<file path="config.mk">
export PLATFORM = sky130hd
export DESIGN_NAME = ttt_board_controller
export DESIGN_NICKNAME = d
export VERILOG_FILES = /design/src/rtl/ttt_pkg.sv /design/src/rtl/ttt_board_controller_btn_pulse.sv /design/src/rtl/ttt_board_controller.sv
export SDC_FILE = /design/constraint.sdc
export NUM_CORES = 1
export LEC_CHECK = 0
export ABC_CLOCK_PERIOD_IN_PS = 10400
export CORE_ASPECT_RATIO = 1.2
export CORE_MARGIN = 5
export CORE_UTILIZATION = 35
export CTS_CLUSTER_DIAMETER = 60
export CTS_CLUSTER_SIZE = 24
export DETAILED_ROUTE_END_ITERATION = 16
export GPL_TIMING_DRIVEN = 0
export SYNTH_ARGS = -nofsm -noshare
export SYNTH_HDL_FRONTEND = slang
export SYNTH_SLANG_ARGS = --single-unit
</file>
<file path="constraint.sdc">
create_clock -name clk -period 10.4 [get_ports clk]
set_input_delay 1.56 -clock clk [delete_from_list [all_inputs] [get_ports clk]]
set_output_delay 1.56 -clock clk [all_outputs]
set_load 0.01 [all_outputs]
</file>
<file path="src/rtl/ttt_pkg.sv">
// Shared types and constant tables for the tic-tac-toe board controller.
package ttt_pkg;

  typedef enum logic [1:0] {
    EMPTY = 2'b00,
    P2    = 2'b01,
    P1    = 2'b10,
    DRAW  = 2'b11
  } cell_t;

  typedef enum logic [1:0] {PLAY, CHECK, DONE} state_t;

  localparam logic [15:0] COL_EDGE [0:3] = '{16'd0, 16'd213, 16'd426, 16'd640};
  localparam logic [9:0]  ROW_EDGE [0:3] = '{10'd0, 10'd160, 10'd320, 10'd480};

  localparam logic [3:0] WIN_LINES [0:7][0:2] = '{
    '{4'd0, 4'd1, 4'd2}, '{4'd3, 4'd4, 4'd5}, '{4'd6, 4'd7, 4'd8},
    '{4'd0, 4'd3, 4'd6}, '{4'd1, 4'd4, 4'd7}, '{4'd2, 4'd5, 4'd8},
    '{4'd0, 4'd4, 4'd8}, '{4'd2, 4'd4, 4'd6}
  };

  function automatic logic [1:0] cell_col(input logic [3:0] c);
    return 2'(c % 4'd3);
  endfunction

  function automatic logic [1:0] cell_row(input logic [3:0] c);
    return 2'(c / 4'd3);
  endfunction

endpackage

</file>
<file path="src/rtl/ttt_board_controller_btn_pulse.sv">
// Two-flop synchroniser plus edge flop; one-cycle pulse per rising edge of btn.
module btn_pulse (
  input  logic clk,
  input  logic rst_n,
  input  logic btn,
  output logic pulse
);

  logic [2:0] sync;

  always_ff @(posedge clk or negedge rst_n) begin
    if (!rst_n) sync <= '0;
    else        sync <= {sync[1:0], btn};
  end

  assign pulse = sync[1] & ~sync[2];

endmodule

</file>
<file path="src/rtl/ttt_board_controller.sv">
// Tic-tac-toe game state: cursor, marks, turn, win/draw detection, cursor cell bounds.
// Optional per-turn auto-placement timeout under `TTT_TURN_TIMEOUT_EN.
module ttt_board_controller
  import ttt_pkg::*;
#(
  parameter int TURN_CYCLES = 250000000,
  parameter int TIMER_W     = 28
) (
  input  logic        clk,
  input  logic        rst_n,
  input  logic        move_btn,
  input  logic        place_btn,
  output logic [1:0]  pos1, pos2, pos3, pos4, pos5, pos6, pos7, pos8, pos9,
  output logic [15:0] selected_square_startX,
  output logic [15:0] selected_square_endX,
  output logic [9:0]  selected_square_startY,
  output logic [9:0]  selected_square_endY,
  output logic        turn,
  output logic        game_over,
  output logic [1:0]  winner
);

  logic move_p, place_p;

  btn_pulse u_move  (.clk(clk), .rst_n(rst_n), .btn(move_btn),  .pulse(move_p));
  btn_pulse u_place (.clk(clk), .rst_n(rst_n), .btn(place_btn), .pulse(place_p));

  state_t            state, state_nxt;
  logic [8:0][1:0]   cells, cells_nxt;
  logic [3:0]        cursor, cursor_nxt;
  logic              turn_nxt, over_nxt, win, full;
  logic [1:0]        winner_nxt;
  cell_t             mark;

`ifdef TTT_TURN_TIMEOUT_EN
  logic [TIMER_W-1:0] timer, timer_nxt;
  logic [3:0]         free_idx;
  logic               timeout;

  // >= also catches the cycle after a place pulse on an occupied cell pre-empted the timeout
  assign timeout = (state == PLAY) && !place_p && (timer >= TIMER_W'(TURN_CYCLES - 1));

  always_comb begin
    free_idx = 4'd0;
    for (int i = 8; i >= 0; i--)
      if (cells[i] == EMPTY) free_idx = 4'(i);
  end

  always_comb begin
    timer_nxt = '0;
    if (state == PLAY && state_nxt == PLAY) timer_nxt = timer + 1'b1;
  end

  always_ff @(posedge clk or negedge rst_n) begin
    if (!rst_n) timer <= '0;
    else        timer <= timer_nxt;
  end
`endif

  always_comb begin
    mark = turn ? P2 : P1;
    win  = 1'b0;
    full = 1'b1;
    for (int l = 0; l < 8; l++)
      if (cells[WIN_LINES[l][0]] == mark && cells[WIN_LINES[l][1]] == mark &&
          cells[WIN_LINES[l][2]] == mark) win = 1'b1;
    for (int i = 0; i < 9; i++)
      if (cells[i] == EMPTY) full = 1'b0;
  end

  always_comb begin
    state_nxt  = state;
    cells_nxt  = cells;
    cursor_nxt = cursor;
    turn_nxt   = turn;
    winner_nxt = winner;
    over_nxt   = game_over;
    case (state)
      PLAY: begin
        if (place_p) begin
          // place takes priority; a simultaneous move is dropped even if the cell is taken
          if (cells[cursor] == EMPTY) begin
            cells_nxt[cursor] = mark;
            state_nxt         = CHECK;
          end
`ifdef TTT_TURN_TIMEOUT_EN
        end else if (timeout) begin
          cells_nxt[free_idx] = mark;
          state_nxt           = CHECK;
`endif
        end else if (move_p) begin
          cursor_nxt = (cursor == 4'd8) ? 4'd0 : cursor + 4'd1;
        end
      end
      CHECK: begin
        if (win) begin
          winner_nxt = mark;
          over_nxt   = 1'b1;
          state_nxt  = DONE;
        end else if (full) begin
          winner_nxt = DRAW;
          over_nxt   = 1'b1;
          state_nxt  = DONE;
        end else begin
          turn_nxt  = ~turn;
          state_nxt = PLAY;
        end
      end
      DONE: begin
        if (place_p) begin
          cells_nxt  = '0;
          cursor_nxt = 4'd0;
          turn_nxt   = 1'b0;
          winner_nxt = EMPTY;
          over_nxt   = 1'b0;
          state_nxt  = PLAY;
        end
      end
      default: state_nxt = PLAY;
    endcase
  end

  always_ff @(posedge clk or negedge rst_n) begin
    if (!rst_n) begin
      state                  <= PLAY;
      cells                  <= '0;
      cursor                 <= 4'd0;
      turn                   <= 1'b0;
      winner                 <= EMPTY;
      game_over              <= 1'b0;
      selected_square_startX <= COL_EDGE[0];
      selected_square_endX   <= COL_EDGE[1];
      selected_square_startY <= ROW_EDGE[0];
      selected_square_endY   <= ROW_EDGE[1];
    end else begin
      state                  <= state_nxt;
      cells                  <= cells_nxt;
      cursor                 <= cursor_nxt;
      turn                   <= turn_nxt;
      winner                 <= winner_nxt;
      game_over              <= over_nxt;
      selected_square_startX <= COL_EDGE[cell_col(cursor_nxt)];
      selected_square_endX   <= COL_EDGE[cell_col(cursor_nxt) + 2'd1];
      selected_square_startY <= ROW_EDGE[cell_row(cursor_nxt)];
      selected_square_endY   <= ROW_EDGE[cell_row(cursor_nxt) + 2'd1];
    end
  end

  assign {pos9, pos8, pos7, pos6, pos5, pos4, pos3, pos2, pos1} = cells;

endmodule

</file>
=== After elaboration in Yosys (flattened, before gate mapping) ===
Index checks and enable logic that the tools add are counted.
Widths: inputs -> output; s select.

* Equal/unequal tests: 18
* Reductions and logical operators: 34
* Div/mod/pow operators: 2
* Order comparisons: 6
* Add/sub/neg operators: 3
* $mul: 0
* Shifts and indexed selects: 0
* Mux-type cells: 60
* Bitwise operators: 9

{| class="wikitable"
|+ Operators with widths
! cell !! count
|-
| $bmux 16 s2 || 2
|-
| $mux 16 || 4
|-
| $mux 18 || 3
|-
| $bmux 10 s2 || 2
|-
| $mux 10 || 4
|-
| $pmux 18 s2 || 1
|-
| $logic_not 2->1 || 11
|-
| $mux 1 || 22
|-
| $mux 2 || 10
|-
| $bwmux 18 || 1
|-
| $eq 2x2->1 || 9
|-
| $logic_and 1x1->1 || 17
|-
| $mux 4 || 4
|-
| $ge 3x3->1 const B || 4
|-
| $not 2->3 || 4
|-
| $ne 2x2->1 const B || 5
|-
| $bmux 2 s4 || 1
|-
| $demux 2 s4 || 1
|-
| $pmux 4 s2 || 1
|-
| $reduce_and 4->1 || 2
|-
| $pmux 2 s3 || 1
|-
| $reduce_and 3->1 || 2
|-
| $lt 4x5->1 const B || 1
|-
| $add 2x1->2 const B || 2
|-
| 13 further kinds || 18
|}

* Word-level logic and storage cells: 152
* Register bits after elaboration: 86
* RAM bits: 0
* Output and inout port bits: 74
* Memories kept: 0
* Bits in latches: 0
* ROM bits: 0
* Bits of input ports: 4

=== Depth between registers and ports, before layout ===
* Depth in word-level cells: 14
* Mapped depth: 19
* Mapped depth without buffers: 18

=== Hierarchy ===
A second synthesis with hierarchy kept.

* Cells, all modules: 301
* Area, all modules: 2855.2 µm²

{| class="wikitable"
|+ Modules (own cells, without submodules)
! module !! sequential area each (µm²) !! instances !! cells each !! area each (µm²)
|-
| ttt_board_controller || 954.7 || 1 || 293 || 2677.6
|-
| btn_pulse || 75.1 || 2 || 4 || 88.8
|}

=== Worst setup path before layout ===
No wires, ideal clock.

* Path type: register -> register
* From: register cursor[0]
* To: register selected_square_startX[6]
* Arrival: 3.682 ns
* Setup slack: 6.593 ns
* Setup time: 0.125 ns
* Required time: 10.275 ns
* Clock period less this slack: 3.807 ns
* Cell stages (with the launch flop): 19
* Path buffers: 1
* Path through: dfrtp_1 -> clkbuf_1 -> inv_1 -> ha_1 -> nand3b_1 -> a211oi_1 -> o21ai_0 -> a21oi_2 -> and2_4 -> ha_1 -> inv_1 -> ha_1 -> nand2_1 -> a21oi_1 -> or2_2 -> ha_1 -> nand2b_1 -> o32ai_4 -> mux2_4

* Longest elaborated chain between the ends: 10
* Elaborated cells between the ends (all ways): 12
* Those cells by class: 1 x add/sub; 1 x div; 1 x eq/ne; 8 x mux; 1 x bitwise

{| class="wikitable"
|+ Ends and longest elaborated chain
! item !! line !! source
|-
| start: declaration || ttt_board_controller.sv:30 || <nowiki>logic [3:0] cursor, cursor_nxt;</nowiki>
|-
| start signal: assignment || ttt_board_controller.sv:138 || <nowiki>cursor <= cursor_nxt;</nowiki>
|-
| $add 4x1->4 or $eq 4x4->1 (tied branches) || ttt_board_controller.sv:92 || <nowiki>cursor_nxt = (cursor == 4'd8) ? 4'd0 : cursor + 4'd1;</nowiki>
|-
| $mux 4 || ttt_board_controller.sv:92 ||
|-
| $mux 4 || ttt_board_controller.sv:91 || <nowiki>end else if (move_p) begin</nowiki>
|-
| $mux 4 || ttt_board_controller.sv:80 || <nowiki>if (place_p) begin</nowiki>
|-
| $pmux 4 s2 (*) || ttt_board_controller.sv:78 || <nowiki>case (state)</nowiki>
|-
| $mod 4x2->4 (*) || ttt_pkg.sv:23 || <nowiki>return 2'(c % 4'd3);</nowiki>
|-
| $not 2->3 (implied by the code) (*) || ttt_board_controller.sv:142 || <nowiki>selected_square_startX <= COL_EDGE[cell_col(cursor_nxt)];</nowiki>
|-
| $bmux 16 s2 (*) || ttt_board_controller.sv:142 ||
|-
| $mux 16 (implied by the code) (*) (2 in series) || ttt_board_controller.sv:142 ||
|-
| end signal: assignment || ttt_board_controller.sv:131 || <nowiki>selected_square_startX <= COL_EDGE[0];</nowiki>
|-
| end signal: assignment || ttt_board_controller.sv:142 ||
|-
| end: declaration || ttt_board_controller.sv:14 || <nowiki>output logic [15:0] selected_square_startX,</nowiki>
|}

Every way passes the cells marked *; elsewhere a longest branch is shown, timed or not. The select of a mux whose other input is x is not followed.
A chain may end at the register's enable or synchronous reset.

=== Final worst setup path ===
Same ends and word-level chain as after synthesis.

==> impl_metrics.ini <==
[outcome]
outcome = complete, no violations

[placement]
numPortBuffers = 53
gp_congestion = 0.859
placed_cells = 471
dpl.hpwl_mm = 5.20

[timing]
fin_tns_setup_ns = 0
worst-slew-pin-transition_ns = 0.554
period_needed_ns = 4.34
max_freq_mhz = 230
finalSetupViolations = 0
slew_viol_final = 0
finClkSkew_ns = 0.00522
fin_crit_sh = 0.417
slew_headroom = 0.631
rsz0062_at_grt = no
hold_viol_final = 0

[clock_tree]
cts_made_buffers = 5
cts_resized = 0
hold_buffers = 0
clk_path_buf_depth = 2
ctsHtreeMaxLevel = 2
clkSinkCount = 44
cts_setup_buffers = 0
cts_tree = done
insertion_delay_ns = 0.29
clkTransAtPathRegs_ns = 0.07
cts_root_buffer = clkbuf_8

[power]
p_leak_uw = 0.00160
powerDensity_nw_per_um2 = 293
ir_drop_v = 0.000177

[floorplan]
dieHeight_microns = 107
fp.dieW_microns = 91.1
die-area_sq_um = 9790
core_area_sq_um = 7710
ios = 78
std_cell_rows = 35
start_util = 0.359

[critical_path]
critPathLaunchType = flip-flop
reg2reg_slack_ns = 6.06
cpMostUsedCell = ha_1
cp.required_ns = 10.58
path_class = flip-flop to flip-flop
critPathCaptureType = flip-flop
cp_cell_sequence = clkbuf_1, inv_1, ha_1, nand3b_1, a211oi_1, o21ai_0, a21oi_2, and2_4, ha_1, inv_1, ha_1, nand2_1, a21oi_1, or2_2, ha_1, nand2b_1, o32ai_4, mux2_4
cp_slowest_cell = o32ai_4
critical-path-max-stage-delay_ns = 0.49
r2r_cells = 18
crit_path_max_fanout = 9
arrival_ns = 4.52

[layout]
drive_above_1_share = 0.178
layout_common_cells = clkdlybuf4s50_1 (52), buf_4 (42), dfrtp_1 (41)
fin_nets = 397
area_growth_pct = 30.5
fin_cells = 479
final_common_cell = clkdlybuf4s50_1
n_antenna_cell = 0
fillers = 731

[drt]
wirelength_mm = 6.49
drtPass1Iterations = 5
wire_per_inst_microns = 13.6
vias_per_cell = 4.86
postRouteAntennaNets = 0
dr_total_vias = 2330
first_iter_violations = 144
route.detailed.drc = 0

[job]
max_cap_violations = 0

[synthesis]
synth_seq_area_share = 0.400
synth_top_area_share = 0.371
synth.area.top_cells = dfrtp_1 (37%), buf_4 (11%), o22ai_1 (6.1%)
synth.distinct_cells = 51
ys_async_sr_fraction = 1.00
synth_edf_count = 0
syn_area_sq_um = 2770
yosysTopAreaCell = dfrtp_1
yosys_warnings = 0
ys.flop_type = dfrtp_1
synthCells = 302
syn_area_per_cell_sq_um = 9.16
synth-seq-cells = 44

[min_path]
hold-path-cell-count = 0
holdCritPathClass = flip-flop to flip-flop

[global_route]
grt-ovfl-total = 0
grtUsageTotal = 0.136
grt_first_pass_wirelength_mm = 11.1
grt_pass1_vias = 2400
grt_max_degree = 26
grt_antenna_before_repair = 0
[area by class of cell]
cell class / instances / area, sq um / area share
clock buffers: 8 / 90.1 / 0.0250
multi-input cells: 203 / 1290 / 0.357
inverters: 27 / 101 / 0.0281
plain buffers: 51 / 358 / 0.0991
flip-flops and latches: 44 / 1100 / 0.306
well taps: 92 / 115 / 0.0319
repair buffers: 54 / 553 / 0.153
[worst max-delay path, delay by kind of cell, from the launching register on]
family                     cells  cell delay, ns
buffers and inverters          3            0.46
muxes                          1            0.34
adders and majority gates      4            0.84
DFF                            1            0.40
AOI/OAI and AO/OA              5            1.21
and+or+nand+nor                5            0.98
[routing by layer]
| layer | GRT usage | share of wire |
|---|---|---|
| met5 | 0 | 0 |
| met4 | 0.0482 | 0.016 |
| met3 | 0.0413 | 0.062 |
| met2 | 0.239 | 0.52 |
| met1 | 0.157 | 0.41 |
[per-stage QoR]
stage	hold WS, ns	utilization	instance area (sq um)	power (uW)	setup slack, ns
after floorplan	0.331	-	2850	712	6.59
after CTS	0.353	0.468	3610	1070	6.07
after global placement	0.334	0.454	3500	949	6.11
final	0.350	0.468	3610	1060	6.06
after global routing	0.368	0.468	3610	1150	5.80
after detailed placement	0.335	0.457	3520	956	6.11
[cell families after synthesis]
| group | Yosys count | synth area share |
|---|---|---|
| adder cells (fa/ha/maj) | 7 | 0.0317 |
| other | 1 | 0.00136 |
| buffers and inverters | 78 | 0.166 |
| AO/OA/AOI/OAI | 72 | 0.176 |
| flip-flops | 44 | 0.400 |
| multiplexers | 8 | 0.0348 |
| AND/OR/NAND/NOR | 92 | 0.190 |
[synth_stat cells (2+ instances only)]
cell type and instances:
a211oi_1 6, a21oi_1 16, and3_1 3, and3b_1 2, buf_4 42, clkbuf_1 7
dfrtp_1 41, dfstp_2 3, ha_1 7, inv_1 27, mux2_4 3, mux2i_1 4
nand2_1 23, nand2b_1 14, nand3_1 3, nand3b_1 5, nor2_1 12, nor2b_1 7
nor3_1 7, nor3b_1 4, o21ai_0 5, o22ai_1 27, o31ai_1 3, o32ai_1 2
or2_2 2, or3b_2 2
[registers in the layout, summed over array words and instances, names as in the netlist, 2 cells and up]
| name | cells |
|---|---|
| pos2 | 2 |
| pos4 | 2 |
| cursor | 4 |
| state | 2 |
| pos5 | 2 |
| u_move.sync | 3 |
| pos7 | 2 |
| pos9 | 2 |
| selected_square_startX | 4 |
| u_place.sync | 3 |
| pos3 | 2 |
| pos6 | 2 |
| winner | 2 |
| selected_square_startY | 2 |
| selected_square_endX | 2 |
| pos1 | 2 |
| pos8 | 2 |
| selected_square_endY | 2 |
[path summary, 6_finish.rpt]
path | end | start
min reg2reg | u_place.sync[1]$_DFF_PN0_ | u_place.sync[0]$_DFF_PN0_
max in group asynchronous | selected_square_endX[6]$_DFF_PN1_ | rst_n
min in group asynchronous | selected_square_startX[8]$_DFF_PN0_ | rst_n
max reg2reg | selected_square_startX[6]$_DFF_PN0_ | cursor[0]$_DFF_PN0_
min | u_place.sync[1]$_DFF_PN0_ | u_place.sync[0]$_DFF_PN0_
max | selected_square_startX[6]$_DFF_PN0_ | cursor[0]$_DFF_PN0_
[power breakdown]
group | switching (uW) | internal [uW] | leakage (uW)
sequential | 60.3 | 237 | 0.000560
combinational | 313 | 338 | 0.000996
clock | 53.5 | 54.2 | 0.0000455
total | 427 | 629 | 0.00160
Note: power is estimated with default switching activity, not from simulation.
